$ cat config.mk
export PLATFORM = sky130hd
export DESIGN_NAME = branch_resolve_flat
export DESIGN_NICKNAME = d
export VERILOG_FILES = /design/src/rtl/branch_resolve_if.sv /design/src/rtl/branch_resolve.sv /design/src/flat_wrapper.sv
export SDC_FILE = /design/constraint.sdc
export NUM_CORES = 1
export LEC_CHECK = 0
export BUFFER_PORTS_ARGS = -buffer_cell sky130_fd_sc_hd__buf_2
export CORE_ASPECT_RATIO = 0.7
export CORE_UTILIZATION = 50
export DETAILED_ROUTE_END_ITERATION = 6
export PLACE_DENSITY = 0.74
export SKIP_LAST_GASP = 1
export SYNTH_ARGS = -nofsm -noshare
export SYNTH_HDL_FRONTEND = slang
export SYNTH_SLANG_ARGS = --single-unit
$ cat constraint.sdc
create_clock -name clk -period 2.8 [get_ports clk]
set_input_delay 0.56 -clock clk [delete_from_list [all_inputs] [get_ports clk]]
set_output_delay 0.56 -clock clk [all_outputs]
set_load 0.02 [all_outputs]
$ cat src/rtl/branch_resolve_if.sv
// Bundle for the branch_resolve request/result handshakes and the flush/count sideband.
// Both channels use valid/ready: a transfer happens on the rising edge where valid&ready are 1; once valid is raised the payload holds until that edge.
interface branch_resolve_if;
    logic        in_valid;
    logic        in_ready;
    logic [1:0]  cond;
    logic [15:0] rs_val;
    logic [15:0] pc_plus2;
    logic [15:0] imm;
    logic        flush;
    logic        out_valid;
    logic        out_ready;
    logic        out_taken;
    logic [15:0] out_target;
    logic [7:0]  taken_cnt;

    modport master (
        output in_valid, cond, rs_val, pc_plus2, imm, flush, out_ready,
        input  in_ready, out_valid, out_taken, out_target, taken_cnt
    );

    modport slave (
        input  in_valid, cond, rs_val, pc_plus2, imm, flush, out_ready,
        output in_ready, out_valid, out_taken, out_target, taken_cnt
    );
endinterface

$ cat src/rtl/branch_resolve.sv
// Two-stage branch resolver: S1 captures the request, S2 holds the resolved taken/target.
// Also keeps a saturating count of taken branches actually delivered to the consumer.
module branch_resolve (
    input  logic            clk,
    input  logic            rst,
    branch_resolve_if.slave bus
);
    logic        s1_valid;
    logic [1:0]  s1_cond;
    logic [15:0] s1_rs;
    logic [15:0] s1_pc;
    logic [15:0] s1_imm;
    logic        s2_valid;
    logic        s2_taken;
    logic [15:0] s2_target;
    logic [7:0]  cnt;

    logic        s1_adv;
    logic        accept;
    logic        deliver;
    logic        zero;
    logic        sign;
    logic        taken_c;
    logic [15:0] target_c;

    // in_ready depends only on state, flush and out_ready so it never loops back through in_valid.
    assign s1_adv       = s1_valid & (~s2_valid | bus.out_ready);
    assign bus.in_ready = ~bus.flush & (~s1_valid | s1_adv);
    assign accept       = bus.in_valid & bus.in_ready;
    assign deliver      = s2_valid & bus.out_ready;

    always_comb begin
        zero     = (s1_rs == 16'h0000);
        sign     = s1_rs[15];
        taken_c  = 1'b0;
        unique case (s1_cond)
            2'b00: taken_c = zero;
            2'b01: taken_c = ~zero;
            2'b10: taken_c = sign;
            2'b11: taken_c = ~sign;
        endcase
        // 16-bit sum drops the carry, so targets wrap around the address space.
        target_c = taken_c ? (s1_pc + s1_imm) : s1_pc;
    end

    always_ff @(posedge clk) begin
        if (!rst) begin
            s1_valid  <= 1'b0;
            s1_cond   <= 2'b00;
            s1_rs     <= 16'h0000;
            s1_pc     <= 16'h0000;
            s1_imm    <= 16'h0000;
            s2_valid  <= 1'b0;
            s2_taken  <= 1'b0;
            s2_target <= 16'h0000;
            cnt       <= 8'h00;
        end else if (bus.flush) begin
            s1_valid <= 1'b0;
            s2_valid <= 1'b0;
        end else begin
            if (deliver && s2_taken && (cnt != 8'hFF))
                cnt <= cnt + 8'd1;

            if (s1_adv) begin
                s2_valid  <= 1'b1;
                s2_taken  <= taken_c;
                s2_target <= target_c;
            end else if (deliver) begin
                s2_valid <= 1'b0;
            end

            if (accept) begin
                s1_valid <= 1'b1;
                s1_cond  <= bus.cond;
                s1_rs    <= bus.rs_val;
                s1_pc    <= bus.pc_plus2;
                s1_imm   <= bus.imm;
            end else if (s1_adv) begin
                s1_valid <= 1'b0;
            end
        end
    end

    // Result fields read as zero whenever no result is being presented.
    assign bus.out_valid  = s2_valid;
    assign bus.out_taken  = s2_valid & s2_taken;
    assign bus.out_target = s2_valid ? s2_target : 16'h0000;
    assign bus.taken_cnt  = cnt;
endmodule

$ cat src/flat_wrapper.sv
// flat-port wrapper written by rule: the top's interface ports become plain ports
module branch_resolve_flat 
  (clk, rst, bus_in_valid, bus_cond, bus_rs_val, bus_pc_plus2, bus_imm, bus_flush, bus_out_ready, bus_in_ready, bus_out_valid, bus_out_taken, bus_out_target, bus_taken_cnt);
  branch_resolve_if bus_i ();
  input  logic clk;
  input  logic rst;
  input wire logic [$bits(bus_i.in_valid)-1:0] bus_in_valid;
  input wire logic [$bits(bus_i.cond)-1:0] bus_cond;
  input wire logic [$bits(bus_i.rs_val)-1:0] bus_rs_val;
  input wire logic [$bits(bus_i.pc_plus2)-1:0] bus_pc_plus2;
  input wire logic [$bits(bus_i.imm)-1:0] bus_imm;
  input wire logic [$bits(bus_i.flush)-1:0] bus_flush;
  input wire logic [$bits(bus_i.out_ready)-1:0] bus_out_ready;
  output wire logic [$bits(bus_i.in_ready)-1:0] bus_in_ready;
  output wire logic [$bits(bus_i.out_valid)-1:0] bus_out_valid;
  output wire logic [$bits(bus_i.out_taken)-1:0] bus_out_taken;
  output wire logic [$bits(bus_i.out_target)-1:0] bus_out_target;
  output wire logic [$bits(bus_i.taken_cnt)-1:0] bus_taken_cnt;
  assign bus_i.in_valid = bus_in_valid;
  assign bus_i.cond = bus_cond;
  assign bus_i.rs_val = bus_rs_val;
  assign bus_i.pc_plus2 = bus_pc_plus2;
  assign bus_i.imm = bus_imm;
  assign bus_i.flush = bus_flush;
  assign bus_i.out_ready = bus_out_ready;
  assign bus_in_ready = bus_i.in_ready;
  assign bus_out_valid = bus_i.out_valid;
  assign bus_out_taken = bus_i.out_taken;
  assign bus_out_target = bus_i.out_target;
  assign bus_taken_cnt = bus_i.taken_cnt;
  branch_resolve u_core (.clk(clk), .rst(rst), .bus(bus_i));
endmodule
==> metrics.md <==
| Metric | Value |
|---|---|
| Status | finished, final reports clean |
| Flop-to-flop setup slack | 430 ps |
| Post-DRT Antenna Nets | 0 |
| Clock Tree Buf Depth | 2 |
| Synth top area cells | dfxtp_1 (39%), nand2_1 (13%), a21boi_0 (10%) |
| Vias per cell | 5.41 |
| CP cell instances | ha_1 > o21ai_0 > nor4_2 > o21ai_0 > a21boi_0 > or4_1 > a31oi_1 |
| Fmax | 0.421 GHz |
| Pre-CTS WS | between 500 and 600 ps |
| WHS Path Cells | 3 |
| Worst Clk Skew | ~14 ps |
| Worst reg2reg path startpoint | u_core.s1_pc[2]$_SDFFE_PN0P_ |
| Area of the multi-input gates | between 2000 and 2500 um^2 |
| Residual DRC | 0 |
| Mapped Cells | 490 |
| Critical R2R Capture | u_core.s2_target[15]$_SDFFE_PN0P_ |
| CTS tree | done |
| Num CTS Buffers | 9 |
| RePlAce Congestion | 0.906 |
| Post-CTS Resized | 0 |
| Worst relative slew slack | 0.318 |
| I/O pin total | 82 |
| Main synth FF type | dfxtp_1 |
| Router iterations before antenna repair | 4 |
| Arr. time, crit path | roughly 2700 ps |
| Latest clock arrival within the worst-skew pair | between 300 and 400 ps |
| Clock root buffer | clkbuf_8 |
| WS Path Type | reg -> reg |
| Routed Wire Length | approximately 9600 um |
| Hold Path End | u_core.s1_rs[9]$_SDFFE_PN0P_ |
| Remaining global-route overflow | 0 |
| Clk pin slew, worst setup/hold paths | around 80 ps |
| Number of synthesized flops with an enable pin | 0 |
| Detail Placement HPWL | between 7000 and 8000 um |
| CTS sink count | between 70 and 80 |
| Worst Path Max Fanout | 4 |
| Post-synth ARST share | 0 |
| First-pass GRT wire length | 16300 um |
| Sequential cell area | ~1500 um^2 |
| Leading cell type in the layout, fill and taps excluded | nand2_1 |
| CP max-delay cell | or4_1 |
| Drt initial violations | 253 |
| Post-CTS Hold Fix Bufs | 0 |
| Core ar. | 7450 um^2 |
| # diodes | 0 |
| Syn Area/Cell | ~8.0 um^2 |
| H-tree depth | 3 |
| Post-DR wirelength/cell | around 15 um |
| Pwr Density | ~500 nW/um^2 |
| Hold Crit Class | in -> reg |
| CP endpoint kind | register |
| Tcrit/Tclk final | 0.848 |
| CP max stage delay | around 480 ps |
| Cell depth of the worst flop-to-flop path | 7 |
| Cell taking the most area after synthesis | dfxtp_1 |
| IO Port Bufs | 81 |
| Final Hold Viols | 0 |
| Largest net degree at the start of global routing | between 50 and 60 |
| Mapped cell area | slightly below 4000 um^2 |
| Critical Path RT | a little over 3000 ps |
| Syn Nets | about 560 |
| # Max-Cap Violations | 0 |
| Synth warn | 0 |
| Startpoint Class | register |
| Nets | about 630 |
| RSZ-0062 raised after global routing | no |
| Most frequent cells in the layout | nand2_1 (136), buf_2 (81), dfxtp_1 (77) |
| Final setup TNS | 0 ps |
| Setup Fix Bufs, Post-CTS | 0 |
| Die Y | between 70 and 80 um |
| Leak | between 1.5 and 2 nW |
| Area Growth Syn to Fin | 17.1% |
| Slew @ Worst Pin | 1020 ps |
| VDD IR max | roughly 0.26 mV |
| HP Start | bus_rs_val[9] |
| #FFs+latches synth | 77 |
| Die Area | 8240 um^2 |
| Fillers | a little under 700 |
| Most Frequent Cell on Critical Path | o21ai_0 |
| Vias | about 3600 |
| Fraction of layout cells with a size suffix above 1 | 0.195 |
| Post-route worst setup slack | roughly 430 ps |
| Worst hold slack | 443 ps |
| Die width | approximately 110 um |
| Synth top area share | 0.391 |
| Gr usage total | 0.254 |
| Post-synthesis sequential area ratio | 0.391 |
| Core Rows | 26 |
| Vias in the first global route | ~3200 |
| Starting Density | 0.529 |
| Final Setup Violations | 0 |
| Post-route minimum period | ~2400 ps |
| Fin. max-slew vios | 0 |
| Initial antenna violation count | 0 |
| Netlist cell types | slightly below 50 |
-- state kept, by name, indices dropped and copies added (netlist names) --
register / count
u_core.bus.out_valid: 1
u_core.s2_taken: 1
u_core.s1_rs: 16
u_core.s2_target: 16
u_core.s1_pc: 16
u_core.s1_cond: 2
u_core.bus.taken_cnt: 8
u_core.s1_imm: 16
u_core.s1_valid: 1
-- final cells by class --
type | instances | share of cell area
Clock buffer | 9 | 0.0268
Clock inverter | 6 | 0.0190
Inverter | 4 | 0.00325
Multi-Input combinational cell | 379 | 0.491
Sequential cell | 77 | 0.334
Tap cell | 98 | 0.0266
Timing Repair Buffer | 88 | 0.0992
-- cells by family after synthesis --
family	Yosys count	share of synthesized area
and+or+nand+nor	210	0.241
AOI/OAI and AO/OA	134	0.236
DFF	77	0.391
buffers and inverters	34	0.0349
adders and majority gates	17	0.0559
xor gates and xnor gates	16	0.0356
muxes	2	0.00508
-- worst max-delay path: cells and delay by family, from the launching register on --
kind	cells	cell delay [ps]
AOI/OAI and AO/OA	4	1010
and+or+nand+nor	2	620
DFF	1	340
adders and majority gates	1	340
-- how the worst max path moves through the flow --
stage | endpoint | cells past startpoint | start
after floorplan | u_core.s2_target[14]$_SDFFE_PN0P_ | 8 | u_core.s1_imm[7]$_SDFFE_PN0P_
after global placement | u_core.s2_target[15]$_SDFFE_PN0P_ | 7 | u_core.s1_pc[7]$_SDFFE_PN0P_
after detailed placement | u_core.s2_target[15]$_SDFFE_PN0P_ | 7 | u_core.s1_pc[2]$_SDFFE_PN0P_
after CTS | u_core.s2_target[15]$_SDFFE_PN0P_ | 7 | u_core.s1_pc[2]$_SDFFE_PN0P_
after global routing | u_core.s2_target[15]$_SDFFE_PN0P_ | 7 | u_core.s1_pc[2]$_SDFFE_PN0P_
final | u_core.s2_target[15]$_SDFFE_PN0P_ | 7 | u_core.s1_pc[2]$_SDFFE_PN0P_
-- cells in the mapped netlist, types with 4 or more instances --
master    count
a21boi_0     53
a21o_1        5
a21oi_1      14
a31oi_1      13
and2_1       24
buf_2         5
clkbuf_1     22
dfxtp_1      77
ha_1         16
inv_1         4
nand2_1     136
nand3_1       6
nand4_1       8
nor2_1       11
nor4_1        5
o21a_1        6
o21ai_0      19
o21bai_1      5
xnor2_1      10
xor2_1        6
-- where the power goes --
| part | leakage, nW | total [W] | internal, W | switching (W) |
|---|---|---|---|---|
| Combinational | 1.24 | 0.000296 | 0.000118 | 0.000177 |
| Sequential | 0.627 | 0.00117 | 0.00114 | 0.0000306 |
| Clock | 0.109 | 0.000914 | 0.000498 | 0.000415 |
| Total | 1.97 | 0.00238 | 0.00175 | 0.000623 |
-- through the flow --
| stage | instances | power (W) | util | cell area (um^2) |
|---|---|---|---|---|
| after floorplan | 490 | 0.00137 | - | 3940 |
| after global routing | 661 | 0.00249 | 0.619 | 4610 |
| after CTS | 661 | 0.00239 | 0.619 | 4610 |
| final | 661 | 0.00238 | 0.619 | 4610 |
| after global placement | 646 | 0.00148 | 0.591 | 4400 |
| after detailed placement | 646 | 0.00148 | 0.591 | 4400 |
-- per-layer routing --
layer | track usage | routed length, um
met5 | 0 | 0
met4 | 0.0575 | 57
met3 | 0.0701 | 655
met2 | 0.314 | 3520
met1 | 0.417 | 5370
Power figures use the tool's default switching activity.
